[config.mk]
export PLATFORM = sky130hd
export DESIGN_NAME = stroke_plotter
export DESIGN_NICKNAME = d
export VERILOG_FILES = /design/src/rtl/stroke_plotter.sv
export SDC_FILE = /design/constraint.sdc
export NUM_CORES = 1
export LEC_CHECK = 0
export CAP_MARGIN = 40
export CELL_PAD_IN_SITES_DETAIL_PLACEMENT = 0
export CELL_PAD_IN_SITES_GLOBAL_PLACEMENT = 1
export CORE_ASPECT_RATIO = 1.75
export CORE_MARGIN = 2
export CORE_UTILIZATION = 24
export CTS_CLUSTER_SIZE = 30
export DETAILED_ROUTE_END_ITERATION = 7
export PLACE_DENSITY_LB_ADDON = 0.1
export SYNTH_ARGS = -nofsm -noshare
export SYNTH_HDL_FRONTEND = slang
export SYNTH_SLANG_ARGS = --single-unit
[constraint.sdc]
create_clock -name clk -period 3.6 [get_ports clk]
set_input_delay 1.08 -clock clk [delete_from_list [all_inputs] [get_ports clk]]
set_output_delay 1.08 -clock clk [all_outputs]
set_load 0.005 [all_outputs]
[src/rtl/stroke_plotter.sv]
// stroke_plotter: walks a glyph table segment by segment and emits one Bresenham
// point per plot tick, with a done pulse after the terminal segment.
module stroke_plotter (
  input  logic       clk,
  input  logic       rst,
  input  logic       start,
  input  logic       step_tick,
  input  logic [7:0] start_x,
  input  logic [7:0] start_y,
  input  logic [7:0] end_x,
  input  logic [7:0] end_y,
  input  logic       pen_down,
  output logic [4:0] idx,
  output logic       enable,
  output logic [7:0] pos_x,
  output logic [7:0] pos_y,
  output logic       pen,
  output logic       point_valid,
  output logic       busy,
  output logic       done
);
  typedef enum logic [2:0] {IDLE, FETCH, SETUP, STEP, NEXT, FIN} state_t;
  state_t state_q, state_d;
  logic [4:0] idx_q, idx_d;
  logic [7:0] ex_q, ex_d, ey_q, ey_d, px_q, px_d, py_q, py_d;
  logic pen_q, pen_d, stx_q, stx_d, sty_q, sty_d, pv_q, pv_d;
  logic signed [9:0] dx_q, dx_d, dy_q, dy_d, err_q, err_d;
  logic signed [10:0] e2;
  logic [7:0] adx, ady;
  logic at_end, mx, my, last;
  always_comb begin
    e2 = {err_q, 1'b0};
    adx = ex_q > px_q ? ex_q - px_q : px_q - ex_q;
    ady = ey_q > py_q ? ey_q - py_q : py_q - ey_q;
    at_end = px_q == ex_q && py_q == ey_q;
    mx = e2 >= dy_q;
    my = e2 <= dx_q;
    last = idx_q == 5'd31 || (idx_q != 5'd0 && ex_q == 8'd0 && ey_q == 8'd0 && !pen_q);
    state_d = state_q;
    idx_d = idx_q;
    ex_d = ex_q;
    ey_d = ey_q;
    px_d = px_q;
    py_d = py_q;
    pen_d = pen_q;
    stx_d = stx_q;
    sty_d = sty_q;
    dx_d = dx_q;
    dy_d = dy_q;
    err_d = err_q;
    pv_d = 1'b0;
    case (state_q)
      IDLE: state_d = start ? FETCH : IDLE;
      FETCH: begin
        ex_d = end_x;
        ey_d = end_y;
        px_d = start_x;
        py_d = start_y;
        pen_d = pen_down;
        state_d = SETUP;
      end
      SETUP: begin
        dx_d = $signed({2'b00, adx});
        dy_d = -$signed({2'b00, ady});
        err_d = $signed({2'b00, adx}) - $signed({2'b00, ady});
        stx_d = ex_q > px_q;
        sty_d = ey_q > py_q;
        state_d = STEP;
      end
      STEP: if (step_tick) begin
        if (at_end) state_d = NEXT;
        else begin
          err_d = err_q + (mx ? dy_q : 10'sd0) + (my ? dx_q : 10'sd0);
          px_d = mx ? (stx_q ? px_q + 8'd1 : px_q - 8'd1) : px_q;
          py_d = my ? (sty_q ? py_q + 8'd1 : py_q - 8'd1) : py_q;
          pv_d = 1'b1;
        end
      end
      NEXT: begin
        state_d = last ? FIN : FETCH;
        idx_d = last ? idx_q : idx_q + 5'd1;
      end
      FIN: begin
        state_d = IDLE;
        idx_d = 5'd0;
      end
      default: state_d = IDLE;
    endcase
  end
  always_ff @(posedge clk or posedge rst) begin
    if (rst) begin
      state_q <= IDLE;
      idx_q <= '0;
      ex_q <= '0;
      ey_q <= '0;
      px_q <= '0;
      py_q <= '0;
      pen_q <= 1'b0;
      stx_q <= 1'b0;
      sty_q <= 1'b0;
      dx_q <= '0;
      dy_q <= '0;
      err_q <= '0;
      pv_q <= 1'b0;
    end else begin
      state_q <= state_d;
      idx_q <= idx_d;
      ex_q <= ex_d;
      ey_q <= ey_d;
      px_q <= px_d;
      py_q <= py_d;
      pen_q <= pen_d;
      stx_q <= stx_d;
      sty_q <= sty_d;
      dx_q <= dx_d;
      dy_q <= dy_d;
      err_q <= err_d;
      pv_q <= pv_d;
    end
  end
  assign idx = idx_q;
  assign enable = state_q inside {FETCH, SETUP, STEP, NEXT};
  assign busy = enable;
  assign done = state_q == FIN;
  assign pos_x = px_q;
  assign pos_y = py_q;
  assign pen = pen_q;
  assign point_valid = pv_q;
endmodule

==> results.rst, run 1 <==
.. list-table::
   :header-rows: 1

   * - Metric
     - Value
   * - Most used standard cell by instance count after synthesis
     - sky130_fd_sc_hd__nand2_1
   * - Final worst slack
     - -0.506 ns
   * - Initial Utilization
     - 0.242
   * - Status
     - finished with violations
   * - Number of nets in the finished design
     - 1108
   * - Clock Pin Slew Worst Setup and Hold Paths
     - 0.06 ns
   * - Cell area after synthesis
     - 6420 um2
   * - Time the final worst path needs with I/O delays and setup
     - 4.11 ns
   * - All-Layer GR Usage
     - 0.161
   * - CTS buffer count
     - 9
   * - Worst slew slack as a fraction of its limit
     - 0.499
   * - Share of the clock period used by the worst path
     - 1.14
   * - H-tree Lvls
     - 3
   * - Async SR Flop Fraction
     - 1.00
   * - Req. time, crit path
     - 3.86 ns
   * - Category of the most critical setup path
     - reg2reg
   * - Wire length of the first global-routing pass
     - 34400 um
   * - Later-pin clock latency in the skew report
     - 0.35 ns
   * - Family of cells with the greatest summed delay on the critical path
     - compound AO/OA/AOI/OAI gates
   * - Area of all placed cells without fillers
     - 9320 um2
   * - Endpoint type of the worst setup path
     - flip-flop
   * - Quantity of I/O buffers inserted on ports
     - 62
   * - Via density per instance
     - 4.66
   * - Number of maximum-capacitance violations
     - 0
   * - Violations in the final reports
     - negative setup slack
   * - Setup violators final
     - 6
   * - Area of placed instances
     - 8650 um2
   * - Remaining antenna violation count after routing
     - 0
   * - Syn Area/Cell
     - 8.50 um2
   * - Arrival time worst endpoint
     - 4.37 ns
   * - Antenna violations before repair
     - 0
   * - Clock root buffer
     - sky130_fd_sc_hd__clkbuf_16
   * - Dominant cell type by area after synthesis
     - sky130_fd_sc_hd__dfrtp_1
   * - Maximum count of clock buffers along a single path
     - 2
   * - Classification of the worst-slack hold path
     - reg2reg
   * - # DRC
     - 0
   * - Critical path cell sequence
     - ha_1, nor2b_4, o21a_1, o21a_1, o21ai_2, a31oi_4, nor3_4, nor2_4, nor2_2, fa_1, ha_4, inv_4, fa_2, nor2b_4, o21ai_2, a21boi_2, o21ai_2, buf_4, a21oi_4, nor3_1, o21ai_1, a31oi_1
   * - Mapped Cells
     - 755
   * - Die outline height
     - 220 um
   * - Unrepaired setup endpoints after global routing
     - yes
   * - Buffering stage count on the worst path with inverters included
     - 2
   * - Routed length per placed instance
     - 16.8 um
   * - Violation count after the first detailed-route iteration
     - 228
   * - Startpoint class of the critical path
     - flip-flop
   * - Proportion of synthesized chip area in sequential cells
     - 0.281
   * - Number of hold buffers added after cts
     - 0
   * - Largest stage delay on the critical path
     - 0.46 ns
   * - Post-synth top flop
     - sky130_fd_sc_hd__dfrtp_1
   * - Most repeated library cell on the critical path
     - sky130_fd_sc_hd__o21ai_2
   * - Die X
     - 128 um
   * - Number of synthesized flops with an enable pin
     - 0
   * - Synth unique cells
     - 63
   * - TritonCTS clock tree
     - built
   * - Wire length reported by the detailed router
     - 21800 um
   * - Number of optimization iterations in the first detailed-route pass
     - 4
   * - ANT cells
     - 0
   * - HPWL Detailed
     - 18100 um
   * - IO Pins
     - 63
   * - Number of warnings printed during yosys synthesis
     - 0
   * - Number of placement rows
     - 79
   * - Top cell type's share of synthesized area
     - 0.281
   * - Register bit total from synthesis
     - 72
   * - Final hold viol count
     - 0
   * - Via count of the first global-routing pass
     - 6581
   * - Crit path max fanout
     - 3
   * - Global-route congestion overflow total
     - 0
   * - Actual transition at the worst max-transition pin
     - 0.752 ns
   * - Growth of design area from synthesis to finish
     - 45.3%
   * - Max-slew violations
     - 0
   * - Area contributors post-synth
     - sky130_fd_sc_hd__dfrtp_1 28%, sky130_fd_sc_hd__ha_1 16%, sky130_fd_sc_hd__fa_1 5.0%
   * - Maximum number of pins on one net before global-route repair
     - 33
   * - Floorplan core area
     - 26500 um2
   * - Highest achievable clock rate
     - 244 MHz
   * - Top cells by instance count after synthesis
     - 85 x sky130_fd_sc_hd__nand2_1, 80 x sky130_fd_sc_hd__ha_1, 80 x sky130_fd_sc_hd__inv_1, 72 x sky130_fd_sc_hd__dfrtp_1, 63 x sky130_fd_sc_hd__o21ai_0
   * - Cell with the biggest individual delay on the critical path
     - sky130_fd_sc_hd__fa_1
   * - Post-Synthesis Net Count
     - 888
   * - Clock skew after layout
     - 0.00907 ns
   * - Proportion of layout cells with a drive suffix above 1
     - 0.271
   * - Die area
     - 28100 um2
   * - Number of vias in the routed layout
     - 6068
   * - GP Congestion
     - 0.851
   * - Clk sink count
     - 72
## worst paths after layout
path / endpoint / slack [ns] / cells after the start / startpoint
min: dx_q[1]$_DFFE_PP0P_ / 0.49 / 2 / dx_q[1]$_DFFE_PP0P_
max: err_q[9]$_DFFE_PP0P_ / -0.51 / 22 / err_q[0]$_DFFE_PP0P_
max in group asynchronous: dy_q[7]$_DFFE_PP0P_ / 1.84 / 3 / rst
min in group asynchronous: dx_q[4]$_DFFE_PP0P_ / 1.11 / 2 / rst
min reg2reg: dx_q[1]$_DFFE_PP0P_ / 0.49 / 2 / dx_q[1]$_DFFE_PP0P_
max reg2reg: err_q[9]$_DFFE_PP0P_ / -0.51 / 22 / err_q[0]$_DFFE_PP0P_
## logic make-up (layout without fill, tap and decap cells)
kind of cell             after synthesis  after routing  share of synthesized area
AND/OR/NAND/NOR                      229            229                      0.172
AO/OA/AOI/OAI                        191            191                      0.185
buffers and inverters                105            329                     0.0628
adder cells (fa/ha/maj)               96             96                      0.206
flip-flops                            72             72                      0.281
XOR/XNOR                              40             40                     0.0581
multiplexers                          22             22                     0.0359
## layer usage
| layer | GRT usage | share of wire | up-vias |
|---|---|---|---|
| met5 | 0 | 0 | - |
| met3 | 0.0198 | 0.018 | 29 |
| met1 | 0.169 | 0.39 | 2907 |
| li1 | - | - | 3051 |
| met4 | 0.0736 | 0.032 | 0 |
| met2 | 0.312 | 0.56 | 81 |
## registers in the layout, indices dropped and copies added, names as in the netlist
register and count:
pos_x 8, dx_q 8, pen 1, pos_y 8, dy_q 10, point_valid 1, stx_q 1, ex_q 8
idx 5, err_q 10, state_q 3, sty_q 1, ey_q 8
## layout make-up
type	instances	area [um2]
multi-input cells	578	4520
well taps	324	405
repair buffers	234	1970
flip-flops and latches	72	1810
fillers	2789	17200
clock inverters	3	65.1
inverters	80	304
clock buffers	12	256
## per-stage QoR
stage,hold WS (ns),utilization,setup TNS [ns],std cells,setup slack (ns)
3_5_place_dp,0.481,0.327,-2.89,1279,-0.621
3_3_place_gp,0.481,0.325,-2.71,1278,-0.541
4_1_cts,0.494,0.343,-1.56,1298,-0.415
6_report,0.494,0.352,-1.87,1303,-0.506
2_1_floorplan,0.450,-,-0.457,755,-0.238
5_1_grt,0.536,0.352,-3.04,1303,-0.707
## repair_timing
action	in CTS	in global routing
pin swaps	20	42
buffers inserted	4	5
gates resized for setup	31	45
endpoints found under the setup margin	7	8
## placed cells by master, fill, tap and decap left out, drive strengths merged, types with 6 or more instances in the layout
| cell type | n |
|---|---|
| a21o | 10 |
| a21oi | 50 |
| a31oi | 10 |
| and2 | 11 |
| and3 | 7 |
| buf | 172 |
| clkbuf | 12 |
| clkdlybuf4s50 | 62 |
| dfrtp | 72 |
| fa | 16 |
| ha | 80 |
| inv | 79 |
| mux2 | 8 |
| mux2i | 14 |
| nand2 | 85 |
| nand3 | 14 |
| nand4 | 8 |
| nor2 | 49 |
| nor2b | 12 |
| nor3 | 13 |
| nor4 | 6 |
| o21ai | 67 |
| or3 | 6 |
| xnor2 | 28 |
| xor2 | 12 |
## worst reg2reg max path: cells and delay by family (launching register included)
family | cells | cell delay, ns
flops | 1 | 0.39
compound gates | 10 | 1.42
simple gates | 6 | 0.84
fa+ha+maj | 4 | 1.19
buf+inv | 2 | 0.19
Power of run 1 is left out: the tool's default activity adds up to more than one toggle a clock period on the data nets, which glitch-free logic cannot reach.
==> inputs of run 2 (changes only) <==
- CORE_ASPECT_RATIO: 1.75 -> 0.8
==> run 2 against run 1 <==
The flow still finishes with violations (negative setup slack). First-iteration DRC count rose by 8.3%. Clock-buffer cell count did not move. Clock skew rose by 0.0040 ns. Maximum frequency rose by 2.7%.
==> results.rst, run 2 (same netlist as run 1, synthesis figures left out) <==
.. list-table::
   :header-rows: 1

   * - Metric
     - Value
   * - Highest achievable clock rate
     - 250 MHz
   * - Clock root buffer
     - sky130_fd_sc_hd__clkbuf_16
   * - Final hold viol count
     - 0
   * - # DRC
     - 0
   * - Actual transition at the worst max-transition pin
     - 0.781 ns
   * - Biggest registers after layout
     - dy_q: 10 flops, err_q: 10 flops
   * - TritonCTS clock tree
     - built
   * - Proportion of layout cells with a drive suffix above 1
     - 0.274
   * - Via density per instance
     - 4.56
   * - Via count of the first global-routing pass
     - 6389
   * - Die outline height
     - 150 um
   * - All-Layer GR Usage
     - 0.162
   * - Number of placement rows
     - 53
   * - Endpoint type of the worst setup path
     - flip-flop
   * - Startpoint class of the critical path
     - flip-flop
   * - Crit path max fanout
     - 4
   * - Setup violators final
     - 5
   * - H-tree Lvls
     - 3
   * - Floorplan core area
     - 26300 um2
   * - Maximum count of clock buffers along a single path
     - 2
   * - Commonest cells after routing, fill and taps aside
     - 159 x sky130_fd_sc_hd__buf_4, 83 x sky130_fd_sc_hd__nand2_1, 76 x sky130_fd_sc_hd__inv_1, 74 x sky130_fd_sc_hd__ha_1, 70 x sky130_fd_sc_hd__dfrtp_1
   * - Quantity of I/O buffers inserted on ports
     - 62
   * - Most common cell after layout, fill and taps aside
     - sky130_fd_sc_hd__buf_4
   * - Hold path cells
     - 1
   * - Depth of the worst register-to-register path
     - 19
   * - Die X
     - 187 um
   * - Worst slew slack as a fraction of its limit
     - 0.476
   * - Violations in the final reports
     - negative setup slack
   * - Global-route congestion overflow total
     - 0
   * - Maximum number of pins on one net before global-route repair
     - 47
   * - Number of optimization iterations in the first detailed-route pass
     - 4
   * - Unrepaired setup endpoints after global routing
     - yes
   * - HPWL Detailed
     - 17600 um
   * - Clock skew after layout
     - 0.0131 ns
   * - Antenna violations before repair
     - 0
   * - Wire length reported by the detailed router
     - 22100 um
   * - Time the final worst path needs with I/O delays and setup
     - 4.00 ns
   * - Cell count after placement
     - 1292
   * - Arrival time worst endpoint
     - 4.28 ns
   * - Req. time, crit path
     - 3.88 ns
   * - Status
     - finished with violations
   * - Growth of design area from synthesis to finish
     - 46.3%
   * - Remaining antenna violation count after routing
     - 0
   * - Clock Pin Slew Worst Setup and Hold Paths
     - 0.07 ns
   * - Area of all placed cells without fillers
     - 9390 um2
   * - Violation count after the first detailed-route iteration
     - 247
   * - ANT cells
     - 0
   * - Share of the clock period used by the worst path
     - 1.11
   * - Initial Utilization
     - 0.244
   * - Number of vias in the routed layout
     - 6077
   * - Routed length per placed instance
     - 16.6 um
   * - Share of the core filled with cells in the final layout
     - 0.358
   * - Max-slew violations
     - 0
   * - GP Congestion
     - 0.840
   * - Die area
     - 28100 um2
   * - Wire length of the first global-routing pass
     - 34900 um
   * - Category of the most critical setup path
     - reg2reg
   * - Later-pin clock latency in the skew report
     - 0.36 ns
   * - Number of nets in the finished design
     - 1103
   * - Classification of the worst-slack hold path
     - reg2reg
   * - Number of maximum-capacitance violations
     - 0
   * - Final worst slack
     - -0.399 ns
   * - IO Pins
     - 63
   * - Setup_tns
     - -1.45 ns
   * - Clk sink count
     - 72
   * - Area of placed instances
     - 8530 um2
   * - Number of cells in the finished layout apart from fillers
     - 1332
   * - CTS buffer count
     - 9
-- run 2: cell count changes in the layout (fill, tap and decap cells not counted), moves of 2 or more --
cell | before | now
sky130_fd_sc_hd__a21oi_1 | 43 | 41
sky130_fd_sc_hd__buf_4 | 165 | 159
sky130_fd_sc_hd__ha_1 | 76 | 74
sky130_fd_sc_hd__ha_2 | 0 | 2
sky130_fd_sc_hd__inv_1 | 74 | 76
sky130_fd_sc_hd__nor2b_2 | 0 | 2
sky130_fd_sc_hd__nor2b_4 | 4 | 1
sky130_fd_sc_hd__o21ai_1 | 10 | 8
-- run 2: timing repair --
action,4_1_cts,5_1_grt
gates cloned,0,1
pin swaps,24,36
buffers inserted,23,7
endpoints found under the hold margin,0,0
hold buffers,0,0
setup endpoints to repair,6,16
resized for setup,32,52
-- run 2: path summary, 6_finish.rpt --
kind,from,slack (ns),end
max reg2reg,err_q[0]$_DFFE_PP0P_,-0.40,err_q[9]$_DFFE_PP0P_
min in group asynchronous,rst,1.14,pen$_DFFE_PP0P_
max in group asynchronous,rst,1.74,dx_q[4]$_DFFE_PP0P_
min reg2reg,dx_q[5]$_DFFE_PP0P_,0.51,dx_q[5]$_DFFE_PP0P_
max,err_q[0]$_DFFE_PP0P_,-0.40,err_q[9]$_DFFE_PP0P_
min,dx_q[5]$_DFFE_PP0P_,0.51,dx_q[5]$_DFFE_PP0P_
-- run 2: cell type report --
class | count | area (um2)
repair buffers | 229 | 1960
inverters | 80 | 300
fillers | 2787 | 16900
well taps | 357 | 447
clock inverters | 4 | 51.3
flip-flops and latches | 72 | 1800
clock buffers | 12 | 256
multi-input cells | 578 | 4570
-- run 2: through the flow --
| stage | hold WS [ns] | setup WS [ns] |
|---|---|---|
| floorplan | 0.450 | -0.238 |
| global placement | 0.482 | -0.415 |
| detailed placement | 0.476 | -0.542 |
| CTS | 0.517 | -0.505 |
| global route | 0.539 | -0.597 |
| finish | 0.511 | -0.399 |
-- run 2: metal layers --
layer | vias up | GRT usage | routed length [um] | share of wire
met3 | 19 | 0.0338 | 809 | 0.037
li1 | 3040 | - | - | -
met1 | 2926 | 0.222 | 11100 | 0.50
met2 | 92 | 0.262 | 9910 | 0.45
met4 | 0 | 0.0433 | 337 | 0.015
met5 | - | 0 | 0 | 0
-- run 2: critical path, stage by stage (launching register included) --
cell and delay, ns:
sky130_fd_sc_hd__dfrtp_1 0.43, sky130_fd_sc_hd__ha_1 0.28, sky130_fd_sc_hd__and3b_1 0.17, sky130_fd_sc_hd__o21ai_1 0.12, sky130_fd_sc_hd__a21oi_1 0.08, sky130_fd_sc_hd__o41a_1 0.41
sky130_fd_sc_hd__and2_4 0.18, sky130_fd_sc_hd__fa_1 0.51, sky130_fd_sc_hd__ha_2 0.18, sky130_fd_sc_hd__inv_2 0.04, sky130_fd_sc_hd__fa_2 0.37, sky130_fd_sc_hd__nor2b_2 0.13
sky130_fd_sc_hd__o21ai_2 0.07, sky130_fd_sc_hd__a21boi_2 0.17, sky130_fd_sc_hd__o21ai_2 0.08, sky130_fd_sc_hd__buf_4 0.14, sky130_fd_sc_hd__a21oi_4 0.16, sky130_fd_sc_hd__o21a_1 0.14
sky130_fd_sc_hd__o21ai_1 0.06, sky130_fd_sc_hd__a31oi_1 0.19
Power of run 2 is left out for the same reason.
==> inputs of run 3 (changes only) <==
- CTS_CLUSTER_DIAMETER: not set -> 100
- SKIP_LAST_GASP: not set -> 1
==> run 3 against run 2 <==
Global-route usage about the same. Register-to-register slack barely moved. Utilization fell by 0.21 points. Highest routed layer unchanged. Via count rose by 0.25%. The run still ends with negative setup slack left. Flip-flop and latch count is the same. Design area fell by 0.60%. Wire length about the same. Critical path depth rose by 3.
==> results.rst, run 3 (same netlist as run 1, synthesis figures left out) <==
.. list-table::
   :header-rows: 1

   * - Metric
     - Value
   * - Arrival time worst endpoint
     - 4.28 ns
   * - Cell with the biggest individual delay on the critical path
     - sky130_fd_sc_hd__fa_1
   * - Fillcell total
     - 2796
   * - Number of maximum-capacitance violations
     - 0
   * - Antenna violations before repair
     - 0
   * - Clk sink count
     - 72
   * - Commonest cells after routing, fill and taps aside
     - 162 x sky130_fd_sc_hd__buf_4, 84 x sky130_fd_sc_hd__nand2_1, 76 x sky130_fd_sc_hd__inv_1, 74 x sky130_fd_sc_hd__ha_1, 70 x sky130_fd_sc_hd__dfrtp_1
   * - Time the final worst path needs with I/O delays and setup
     - 4.00 ns
   * - Setup violators final
     - 6
   * - Actual transition at the worst max-transition pin
     - 0.789 ns
   * - H-tree Lvls
     - 3
   * - Post-Route M1 WL
     - 11100 um
   * - ANT cells
     - 0
   * - Share of the clock period used by the worst path
     - 1.11
   * - Via count of the first global-routing pass
     - 6390
   * - Most common cell after layout, fill and taps aside
     - sky130_fd_sc_hd__buf_4
   * - Final worst slack
     - -0.396 ns
   * - Growth of design area from synthesis to finish
     - 45.4%
   * - Unrepaired setup endpoints after global routing
     - yes
   * - Die X
     - 187 um
   * - Crit path max fanout
     - 4
   * - Via density per instance
     - 4.57
   * - Wire length of the first global-routing pass
     - 34900 um
   * - Buffering stage count on the worst path with inverters included
     - 2
   * - Die area
     - 28100 um2
   * - IO Pins
     - 63
   * - Later-pin clock latency in the skew report
     - 0.36 ns
   * - Category of the most critical setup path
     - reg2reg
   * - Proportion of layout cells with a drive suffix above 1
     - 0.273
   * - Number of optimization iterations in the first detailed-route pass
     - 4
   * - Startpoint class of the critical path
     - flip-flop
   * - Global-route congestion overflow total
     - 0
   * - Remaining antenna violation count after routing
     - 0
   * - Die outline height
     - 150 um
   * - Floorplan core area
     - 26300 um2
   * - Family of cells with the greatest summed delay on the critical path
     - compound AO/OA/AOI/OAI gates
   * - Area of placed instances
     - 8530 um2
   * - TritonCTS clock tree
     - built
   * - Critical path cell sequence
     - ha_4, nor2b_4, o21a_1, o21a_1, o21ai_2, a31oi_4, nor3_4, nor2_4, nor2_2, fa_1, ha_2, inv_2, fa_2, nor2b_2, o21ai_2, a21boi_2, o21ai_2, buf_4, a21oi_4, o21a_1, o21ai_1, a31oi_1
   * - Highest routing layer actually used
     - met4
   * - Number of nets in the finished design
     - 1103
   * - Maximum number of pins on one net before global-route repair
     - 47
   * - CTS buffer count
     - 9
   * - Maximum count of clock buffers along a single path
     - 2
   * - Area of all placed cells without fillers
     - 9330 um2
   * - Met3 routed WL
     - 819 um
   * - Final hold viol count
     - 0
   * - Clock root buffer
     - sky130_fd_sc_hd__clkbuf_16
   * - Setup_tns
     - -1.61 ns
   * - Routed length per placed instance
     - 16.6 um
   * - Met2 WL
     - 9890 um
   * - Biggest registers after layout
     - dy_q: 10 flops, err_q: 10 flops
   * - Number of vias in the routed layout
     - 6092
   * - All-Layer GR Usage
     - 0.162
   * - Quantity of I/O buffers inserted on ports
     - 62
   * - Number of placement rows
     - 53
   * - Wire length reported by the detailed router
     - 22100 um
   * - Clock skew after layout
     - 0.0127 ns
   * - GP Congestion
     - 0.840
   * - Largest stage delay on the critical path
     - 0.49 ns
   * - Violations in the final reports
     - negative setup slack
   * - Classification of the worst-slack hold path
     - reg2reg
   * - Initial Utilization
     - 0.244
   * - # DRC
     - 0
   * - Endpoint type of the worst setup path
     - flip-flop
   * - Highest achievable clock rate
     - 250 MHz
   * - Clock Pin Slew Worst Setup and Hold Paths
     - 0.07 ns
   * - Status
     - finished with violations
   * - Req. time, crit path
     - 3.88 ns
   * - HPWL Detailed
     - 17600 um
   * - Worst slew slack as a fraction of its limit
     - 0.471
   * - Max-slew violations
     - 0
   * - Violation count after the first detailed-route iteration
     - 280
run 3: per-layer routing:
layer	vias up	GRT usage
li1	3040	-
met1	2933	0.221
met2	101	0.262
met3	18	0.0338
met4	0	0.0433
met5	-	0
run 3: cell type report:
cell class,instances,area (um2),share of cell area
Inverter,80,300,0.0322
Timing Repair Buffer,229,1910,0.205
Multi-Input combinational cell,578,4560,0.489
Clock inverter,4,51.3,0.00550
Clock buffer,12,256,0.0275
Tap cell,357,447,0.0479
Sequential cell,72,1800,0.193
run 3: timing repair:
action                                  4_1_cts  5_1_grt
endpoints found under the setup margin        6       16
hold buffers                                  0        0
pin swaps                                    21       37
resized for setup                            28       50
cloned                                        0        1
setup buffers                                23        7
run 3: worst paths after layout:
path	startpoint	endpoint	slack, ns	cells past startpoint
max	err_q[0]$_DFFE_PP0P_	err_q[9]$_DFFE_PP0P_	-0.40	22
min	dx_q[6]$_DFFE_PP0P_	dx_q[6]$_DFFE_PP0P_	0.51	1
max reg2reg	err_q[0]$_DFFE_PP0P_	err_q[9]$_DFFE_PP0P_	-0.40	22
min reg2reg	dx_q[6]$_DFFE_PP0P_	dx_q[6]$_DFFE_PP0P_	0.51	1
max in group asynchronous	rst	dx_q[4]$_DFFE_PP0P_	1.74	3
min in group asynchronous	rst	idx[1]$_DFFE_PP0P_	1.14	2
run 3: stage by stage:
| stage | cells | utilization | hold slack (ns) | setup slack [ns] |
|---|---|---|---|---|
| finish | 1332 | 0.355 | 0.513 | -0.396 |
| global route | 1332 | 0.355 | 0.539 | -0.591 |
| CTS | 1331 | 0.347 | 0.517 | -0.505 |
| detailed placement | 1292 | 0.325 | 0.476 | -0.542 |
| global placement | 1291 | 0.324 | 0.482 | -0.415 |
| floorplan | 755 | - | 0.450 | -0.238 |
run 3: worst register-to-register path: cells and delay by family, from the launching register on:
kind / cells / cell delay, ns
AOI/OAI and AO/OA: 11 / 1.43
adders and majority gates: 4 / 1.32
DFF: 1 / 0.43
buffers and inverters: 2 / 0.18
and+or+nand+nor: 5 / 0.57
Power of run 3 is left out for the same reason.
